`config.mk`:
```
export PLATFORM = sky130hd
export DESIGN_NAME = ser_dram_arbiter_flat
export DESIGN_NICKNAME = d
export VERILOG_FILES = /design/src/rtl/ser_pkg.sv /design/src/rtl/ser_dram_arbiter_if.sv /design/src/rtl/rr_pick.sv /design/src/rtl/ser_dram_arbiter.sv /design/src/flat_wrapper.sv
export SDC_FILE = /design/constraint.sdc
export NUM_CORES = 1
export LEC_CHECK = 0
export BUFFER_PORTS_ARGS = -buffer_cell sky130_fd_sc_hd__buf_2
export CORE_AREA = 2 2 696 698
export CTS_BUF_LIST = sky130_fd_sc_hd__clkbuf_8
export DETAILED_ROUTE_END_ITERATION = 16
export DIE_AREA = 0 0 698 700
export MAX_ROUTING_LAYER = met4
export PLACE_DENSITY = 0.3
export SYNTH_ARGS = -nofsm -noshare
export SYNTH_HDL_FRONTEND = slang
export SYNTH_SLANG_ARGS = --single-unit
```
`constraint.sdc`:
```
create_clock -name clk -period 1.6 [get_ports clk]
set_clock_uncertainty 0.2 [all_clocks]
set_input_delay 0.24 -clock clk [delete_from_list [all_inputs] [get_ports clk]]
set_output_delay 0.24 -clock clk [all_outputs]
set_load 0.02 [all_outputs]
```
`src/rtl/ser_pkg.sv`:
```
// Shared definitions for the serializer-side DRAM port: arbiter state encoding
// and the 8-lane DRAM bus types.
package ser_pkg;

  typedef enum logic [1:0] {
    IDLE  = 2'b00,
    GRANT = 2'b01,
    DRAIN = 2'b10
  } arb_state_t;

  typedef logic [7:0][7:0]  dram_lanes_t;
  typedef logic [7:0][63:0] dram_addrs_t;

  // Index width for n items, never narrower than one bit.
  function automatic int idx_width(int n);
    return (n > 1) ? $clog2(n) : 1;
  endfunction

endpackage

```
`src/rtl/ser_dram_arbiter_if.sv`:
```
// Bundle of the master-side request bus and the shared DRAM port seen by the arbiter.
interface ser_dram_arbiter_if
  import ser_pkg::*;
#(
  parameter int NREQ = 2
) ();

  logic        [NREQ-1:0]      req;
  logic        [NREQ-1:0][7:0] m_dram_en;
  logic        [NREQ-1:0]      m_dram_rdwr;
  dram_addrs_t [NREQ-1:0]      m_dram_addr;
  dram_lanes_t [NREQ-1:0]      m_dram_data_out;
  logic        [NREQ-1:0]      gnt;
  logic        [NREQ-1:0][7:0] m_dram_valid;

  logic        [7:0]           dram_en;
  logic                        dram_rdwr;
  dram_addrs_t                 dram_addr;
  dram_lanes_t                 dram_data_out;
  logic        [7:0]           dram_valid;

  modport slave (
    input  req, m_dram_en, m_dram_rdwr, m_dram_addr, m_dram_data_out, dram_valid,
    output gnt, m_dram_valid, dram_en, dram_rdwr, dram_addr, dram_data_out
  );

  modport master (
    output req, m_dram_en, m_dram_rdwr, m_dram_addr, m_dram_data_out, dram_valid,
    input  gnt, m_dram_valid, dram_en, dram_rdwr, dram_addr, dram_data_out
  );

endinterface

```
`src/rtl/rr_pick.sv`:
```
// Rotating-priority encoder: first set request bit at or above ptr_i, wrapping.
module rr_pick #(
  parameter int NREQ = 2,
  parameter int IW   = 1
) (
  input  logic [NREQ-1:0] req_i,
  input  logic [IW-1:0]   ptr_i,
  output logic [IW-1:0]   idx_o,
  output logic            found_o
);

  function automatic logic [IW-1:0] wrap_add(logic [IW-1:0] p, int k);
    int s;
    s = int'(p) + k;
    return IW'((s >= NREQ) ? (s - NREQ) : s);
  endfunction

  // Scan from the far end back toward ptr_i so the closest requester wins.
  always_comb begin
    idx_o   = {IW{1'b0}};
    found_o = 1'b0;
    for (int k = NREQ - 1; k >= 0; k--) begin
      idx_o   = req_i[wrap_add(ptr_i, k)] ? wrap_add(ptr_i, k) : idx_o;
      found_o = found_o | req_i[wrap_add(ptr_i, k)];
    end
  end

endmodule

```
`src/rtl/ser_dram_arbiter.sv`:
```
// Round-robin owner arbiter for the shared 8-lane DRAM port; the owner keeps the
// port while req is high, then a drain window routes late read returns to it.
module ser_dram_arbiter
  import ser_pkg::*;
#(
  parameter int NREQ         = 2,
  parameter int DRAIN_CYCLES = 20
) (
  input  logic              clk,
  input  logic              reset,
  ser_dram_arbiter_if.slave bus
);

  localparam int IW = idx_width(NREQ);
  localparam int CW = idx_width(DRAIN_CYCLES + 1);

  arb_state_t       state_q;
  logic [IW-1:0]    owner_q;
  logic [IW-1:0]    rr_ptr_q;
  logic [CW-1:0]    drain_cnt_q;
  logic [NREQ-1:0]  gnt_q;
  logic [7:0]       dram_en_q;
  logic             dram_rdwr_q;
  dram_addrs_t      dram_addr_q;
  dram_lanes_t      dram_data_q;

  logic [IW-1:0]    pick_idx;
  logic             pick_found;
  logic [IW-1:0]    owner_inc;
  logic             drain_done;

  rr_pick #(
    .NREQ(NREQ),
    .IW  (IW)
  ) u_pick (
    .req_i  (bus.req),
    .ptr_i  (rr_ptr_q),
    .idx_o  (pick_idx),
    .found_o(pick_found)
  );

  assign owner_inc  = (owner_q == IW'(NREQ - 1)) ? {IW{1'b0}} : (owner_q + IW'(1'b1));
  assign drain_done = (int'(drain_cnt_q) == (DRAIN_CYCLES - 1));

  // Ownership FSM; every DRAM-facing output is registered here.
  always_ff @(posedge clk) begin
    if (reset) begin
      state_q     <= IDLE;
      owner_q     <= {IW{1'b0}};
      rr_ptr_q    <= {IW{1'b0}};
      drain_cnt_q <= {CW{1'b0}};
      gnt_q       <= {NREQ{1'b0}};
      dram_en_q   <= 8'h00;
      dram_rdwr_q <= 1'b0;
      dram_addr_q <= {8{64'h0}};
      dram_data_q <= {8{8'h00}};
    end else begin
      case (state_q)
        IDLE: begin
          dram_en_q <= 8'h00;
          if (pick_found) begin
            owner_q <= pick_idx;
            gnt_q   <= {{(NREQ-1){1'b0}}, 1'b1} << pick_idx;
            state_q <= GRANT;
          end
        end
        GRANT: begin
          if (bus.req[owner_q]) begin
            dram_en_q   <= bus.m_dram_en[owner_q];
            dram_rdwr_q <= bus.m_dram_rdwr[owner_q];
            dram_addr_q <= bus.m_dram_addr[owner_q];
            dram_data_q <= bus.m_dram_data_out[owner_q];
          end else begin
            gnt_q       <= {NREQ{1'b0}};
            dram_en_q   <= 8'h00;
            drain_cnt_q <= {CW{1'b0}};
            rr_ptr_q    <= owner_inc;
            state_q     <= (DRAIN_CYCLES == 0) ? IDLE : DRAIN;
          end
        end
        DRAIN: begin
          dram_en_q <= 8'h00;
          gnt_q     <= {NREQ{1'b0}};
          if (drain_done) begin
            state_q <= IDLE;
          end else begin
            drain_cnt_q <= drain_cnt_q + CW'(1'b1);
          end
        end
        default: begin
          state_q   <= IDLE;
          gnt_q     <= {NREQ{1'b0}};
          dram_en_q <= 8'h00;
        end
      endcase
    end
  end

  // Read returns go only to the owner; anything arriving while idle is dropped.
  always_comb begin
    bus.m_dram_valid = {NREQ{8'h00}};
    for (int i = 0; i < NREQ; i++) begin
      bus.m_dram_valid[i] = ((state_q != IDLE) && (owner_q == IW'(i))) ? bus.dram_valid : 8'h00;
    end
  end

  assign bus.gnt           = gnt_q;
  assign bus.dram_en       = dram_en_q;
  assign bus.dram_rdwr     = dram_rdwr_q;
  assign bus.dram_addr     = dram_addr_q;
  assign bus.dram_data_out = dram_data_q;

endmodule

```
`src/flat_wrapper.sv`:
```
// flat-port wrapper written by rule: the top's interface ports become plain ports
module ser_dram_arbiter_flat import ser_pkg::*;
#(
  parameter int NREQ         = 2,
  parameter int DRAIN_CYCLES = 20
)
  (clk, reset, bus_req, bus_m_dram_en, bus_m_dram_rdwr, bus_m_dram_addr, bus_m_dram_data_out, bus_dram_valid, bus_gnt, bus_m_dram_valid, bus_dram_en, bus_dram_rdwr, bus_dram_addr, bus_dram_data_out);
  ser_dram_arbiter_if #(.NREQ(NREQ)) bus_i ();
  input  logic clk;
  input  logic reset;
  input wire logic [$bits(bus_i.req)-1:0] bus_req;
  input wire logic [$bits(bus_i.m_dram_en)-1:0] bus_m_dram_en;
  input wire logic [$bits(bus_i.m_dram_rdwr)-1:0] bus_m_dram_rdwr;
  input wire logic [$bits(bus_i.m_dram_addr)-1:0] bus_m_dram_addr;
  input wire logic [$bits(bus_i.m_dram_data_out)-1:0] bus_m_dram_data_out;
  input wire logic [$bits(bus_i.dram_valid)-1:0] bus_dram_valid;
  output wire logic [$bits(bus_i.gnt)-1:0] bus_gnt;
  output wire logic [$bits(bus_i.m_dram_valid)-1:0] bus_m_dram_valid;
  output wire logic [$bits(bus_i.dram_en)-1:0] bus_dram_en;
  output wire logic [$bits(bus_i.dram_rdwr)-1:0] bus_dram_rdwr;
  output wire logic [$bits(bus_i.dram_addr)-1:0] bus_dram_addr;
  output wire logic [$bits(bus_i.dram_data_out)-1:0] bus_dram_data_out;
  assign bus_i.req = bus_req;
  assign bus_i.m_dram_en = bus_m_dram_en;
  assign bus_i.m_dram_rdwr = bus_m_dram_rdwr;
  assign bus_i.m_dram_addr = bus_m_dram_addr;
  assign bus_i.m_dram_data_out = bus_m_dram_data_out;
  assign bus_i.dram_valid = bus_dram_valid;
  assign bus_gnt = bus_i.gnt;
  assign bus_m_dram_valid = bus_i.m_dram_valid;
  assign bus_dram_en = bus_i.dram_en;
  assign bus_dram_rdwr = bus_i.dram_rdwr;
  assign bus_dram_addr = bus_i.dram_addr;
  assign bus_dram_data_out = bus_i.dram_data_out;
  ser_dram_arbiter #(.NREQ(NREQ), .DRAIN_CYCLES(DRAIN_CYCLES)) u_core (.clk(clk), .reset(reset), .bus(bus_i));
endmodule
```
==> results of run 1 <==
## through the flow
| step | TNS [ns] | instance area (µm²) |
|---|---|---|
| floorplan | -24.69 | 26200 |
| global placement | -186.55 | 44800 |
| detailed placement | -192.80 | 44800 |
| CTS | -597.69 | 74100 |
| global route | -622.31 | 79400 |
## per-layer routing
metal and global-route usage (%):
met3 6.40, met1 17.2, met4 3.34, met5 -, met2 21.6
## kinds of logic after synthesis
| logic type | after synthesis | share of synthesized area (%) |
|---|---|---|
| muxes | 588 | 22.7 |
| adders and majority gates | 1 | 0.0483 |
| and+or+nand+nor | 630 | 9.51 |
| buffers and inverters | 262 | 4.59 |
| AOI/OAI and AO/OA | 595 | 17.1 |
| DFF | 596 | 46.0 |
## what timing repair did
action	CTS	global route
endpoints found under the setup margin	1192	1198
hold endpoints to repair	596	1
setup buffers	152	59
pin swaps	55	201
resized for setup	1807	433
hold buffers	1994	2
gates cloned	18	88
## cell usage after synthesis
master and count:
a211oi_1 578, nand2_1 5, nor2_2 1, mux2i_2 1, and2_1 16, mux2i_1 586
o21ai_0 3, or2_2 1, dfxtp_1 596, nand4_1 2, nand4b_1 1, or3b_2 1
o31ai_1 1, nand2b_1 3, or3_1 1, clkbuf_1 102, nand3b_1 1, nand3_1 2
a21oi_1 9, nor2b_1 3, ha_1 1, o22ai_1 1, nor2_1 583, inv_1 2
o21bai_1 1, nor4bb_1 1, buf_6 1, nor3_1 9, buf_4 3, buf_2 150
mux2_2 1, a31oi_1 1, buf_1 4, a2bb2oi_1 1
==> out/metrics.cfg, run 1 <==
[grt]
antenna_found_initial=378
gr-usage-all-layers_pct=14.2
grt_pass1_vias=41232
grt_pass1_wl_um=441000
grt_max_degree=65
overflow=0

[logic_synthesis]
synth_top_cell_by_area=dfxtp_1
netlist.area_leader.share_pct=46.0
synth_seq_cells=596
ys_warn_count=0
synthTopCellsByArea=dfxtp_1, mux2i_1, a211oi_1
syn_nets=3855
syn-cell-area_um2=25900
syn_area_per_cell_um2=9.70
ys_seq_area_share_pct=46.0
synthDistinctLibCells=34
syn_inst=2672

[status]
outcome=did not finish
stop_stage=5_2_route
tool.error=[ERROR DRT-0255] Maze Route cannot find path of net bus_dram_addr[267] in worker of routeBox ( 676200 289800 ) ( 698000 338100 ).

[place]
gp_congestion=0.943
dp_slack_ns=-0.469
dp.cells=10899
port_buffers=1784
hpwlAfterDp_um=298000

[cts]
cts.htree.levels=4
cts-root-buf=clkbuf_8
cts_made_buffers=140
clockBufferDepth=4
cts_sinks=596

[floorplan]
dieHeight_um=700
die_w_um=698
start_util_pct=5.39
io_pins=1785
num_rows=255

[sta]
worstEndpointType=primary output
grt_worst_setup_endpoint=bus_m_dram_valid[12]

==> inputs of run 2 (changes only) <==
- CORE_AREA: 2 2 696 698 -> 2 2 693 695
- CTS_BUF_LIST: sky130_fd_sc_hd__clkbuf_8 -> not set
- DIE_AREA: 0 0 698 700 -> 0 0 695 697
- MAX_ROUTING_LAYER: met4 -> not set
- PLACE_DENSITY: 0.3 -> not set
- PLACE_DENSITY_LB_ADDON: not set -> 0.15
- clock period: 1.6 -> 2.08 ns (I/O delays scaled with it)
==> run 2 against run 1 <==
Compared with the run above: the flow now finishes, with violations (setup timing); global-route usage decreased by 1.2 points; area after synthesis did not move; synthesized cell count is the same.
==> out/metrics.cfg, run 2 <==
[status]
outcome=finished, violations left
violations=setup timing

[sta]
max_clock_freq_mhz=424
hold-worst-slack_ns=0.206
min_period_ns=2.36
worstMarginPinSlew_ns=0.653
setup_ws_ns=-0.280
rsz0062_at_grt=yes
finalSetupTns_ns=-59.71
slew-limit-headroom_pct=56.3
slew_viol_final=0
setup_viol=461
fin_crit_sh_pct=113
hold_viol=0

[power_and_ir_drop]
vdd.ir_drop.worst_uv=514
clkPwrFrac_pct=35.2
seqPwrFrac_pct=30.7
p_leak_nw=24.9
p_int_mw=27.9
combPwrFrac_pct=34.1
total_switching_power_mw=15.4
netSwitchingFraction_pct=35.6
design_power_total_mw=43.3
power_density_nw_per_um2=678

[cts]
tritoncts=done
clkTransAtPathRegs_ns=0.06
clockBufferDepth=4  ; unchanged
cts.htree.levels=3  ; -1
cts_sinks=596  ; unchanged
clkLatencyLatePin_ns=0.79
cts-root-buf=clkbuf_16
cts_made_buffers=90  ; -36%

[logic_synthesis]
syn_nets=3855  ; unchanged
synthTopCellsByArea=dfxtp_1, mux2i_1, a211oi_1
async_reset_ff_share_pct=0  ; unchanged
syn_inst=2672  ; unchanged
syn_area_per_cell_um2=9.70  ; unchanged
synthDistinctLibCells=34  ; unchanged
syn-cell-area_um2=25900  ; unchanged
synth_edf_count=0  ; unchanged
ys_warn_count=0  ; unchanged
synth_seq_cells=596  ; unchanged
synth_top_cell_by_area=dfxtp_1
synth_common_cells=dfxtp_1, mux2i_1, nor2_1, a211oi_1, buf_2
synth_flop_cell=dfxtp_1
netlist.area_leader.share_pct=46.0  ; unchanged
synth_most_common_cell=dfxtp_1
ys_seq_area_share_pct=46.0  ; unchanged

[place]
hpwlAfterDp_um=278000  ; -6.7%
dp.cells=10812  ; -0.80%
port_buffers=1784  ; unchanged
gp_congestion=0.960  ; +1.8%

[grt]
grt_pass1_wl_um=409000  ; -7.4%
grt_pass1_vias=36613  ; -11%
grt_max_degree=83  ; +28%
antenna_found_initial=331  ; -12%
overflow=0  ; unchanged
gr-usage-all-layers_pct=13.0  ; -1.2 points

[cells_and_area]
area_growth_pct=147
final_cell_mix=buf_2, dlygate4sd3_1, mux2i_1
largest_reg_flops=512
fin_nets=6999
fillerInstances=54676
stdcell_count=12403
final_common_cell=buf_2
drive_gt1_share_pct=45.3

[route]
viasPerCell=2.88
drt_iter0_drc=1711
drc=0
drt_first_pass_iters=5
vias=35701
ant_nets=0
wl_um=328000
wl_per_cell_um=26.5

[floorplan]
dieHeight_um=697  ; -0.43%
die_w_um=695  ; -0.43%
coreArea_um2=477000
io_pins=1785  ; unchanged
start_util_pct=5.43  ; +0.046 points
fp.dieArea_um2=484000
num_rows=254  ; -0.39%

[critical_path]
cp.required_ns=2.59
critical_path_class=reg2reg
critPathArrivalTime_ns=2.87
crit_fanout=20
critPathLaunchType=flip-flop
crit_path_end_kind=flip-flop

[worst_hold_path]
worst_hold_path_type=in2reg

[run]
max_cap_violations=0

==> run 2: stage by stage <==
step | area, µm² | utilization, % | worst slack (ns)
2_1_floorplan | 25900 | - | 0.204
3_3_place_gp | 44000 | 9.21 | -0.181
3_5_place_dp | 44000 | 9.21 | -0.191
4_1_cts | 63100 | 13.2 | -0.347
5_1_grt | 63700 | 13.4 | -0.361
6_report | 63900 | 13.4 | -0.280
==> run 2: cell families (layout without fill, tap and decap cells) <==
family | Yosys count | count (layout) | synth area share, %
fa+ha+maj | 1 | 1 | 0.0483
mux | 588 | 588 | 22.7
other cells | 0 | 125 | 0
compound gates | 595 | 595 | 17.1
simple gates | 630 | 630 | 9.51
flops | 596 | 596 | 46.0
buf+inv | 262 | 3468 | 4.59
==> run 2: area by class of cell <==
| cell class | count | area [µm²] | area share, % |
|---|---|---|---|
| Sequential cell | 596 | 12000 | 18.7 |
| Clock buffer | 140 | 2650 | 4.15 |
| Inverter | 2 | 7.51 | 0.0117 |
| Multi-Input combinational cell | 1814 | 14600 | 22.9 |
| Tap cell | 6400 | 8010 | 12.5 |
| Antenna cell | 125 | 313 | 0.489 |
| Clock inverter | 14 | 110 | 0.172 |
| Timing Repair Buffer | 3312 | 26200 | 41.0 |
==> run 2: path summary, 6_finish.rpt <==
kind / end / slack, ns / startpoint / depth (start not counted)
worst min register to register: u_core.bus.dram_addr[211]$_SDFFE_PP0P_ / 0.29 / u_core.bus.dram_addr[211]$_SDFFE_PP0P_ / 2
worst min-delay path: u_core.bus.dram_addr[17]$_SDFFE_PP0P_ / 0.21 / bus_m_dram_addr[17] / 4
worst max-delay path: u_core.bus.dram_addr[468]$_SDFFE_PP0P_ / -0.28 / u_core.owner_q$_SDFFE_PP0P_ / 11
worst max register to register: u_core.bus.dram_addr[468]$_SDFFE_PP0P_ / -0.28 / u_core.owner_q$_SDFFE_PP0P_ / 11
==> run 2: timing repair <==
item | 4_1_cts | 5_1_grt
setup buffers | 84 | 4
gates resized for setup | 612 | 123
hold endpoints to repair | 596 | 0
endpoints found under the setup margin | 291 | 593
pin swaps | 120 | 27
hold buffers | 1174 | 0
cloned | 54 | 0
==> run 2: critical path, stage by stage (launching register included) <==
cell      delay (ns)
dfxtp_4         0.37
buf_6           0.11
mux2i_4         0.28
nor2_4          0.07
buf_12          0.15
buf_6           0.12
buf_16          0.14
buf_12          0.16
buf_16          0.14
buf_12          0.13
buf_12          0.16
a211oi_1        0.19
==> run 2: power by group through the flow <==
stage / Sequential [mW] / Combinational, mW / Clock, mW
4_1_cts: 13.3 / 15.0 / 16.1
3_5_place_dp: 13.5 / 10.4 / 0
3_3_place_gp: 13.5 / 10.4 / 0
5_1_grt: 13.5 / 15.7 / 16.3
6_report: 13.3 / 14.8 / 15.2
2_1_floorplan: 14.6 / 3.60 / 0
==> run 2: layer usage <==
metal	GRT usage (%)	vias to the layer above	wire (µm)
li1	-	16284	-
met3	4.26	560	27200
met5	0	-	460
met2	24.2	1767	169000
met1	14.1	17022	122000
met4	3.02	68	9440
Power figures use the tool's default switching activity.
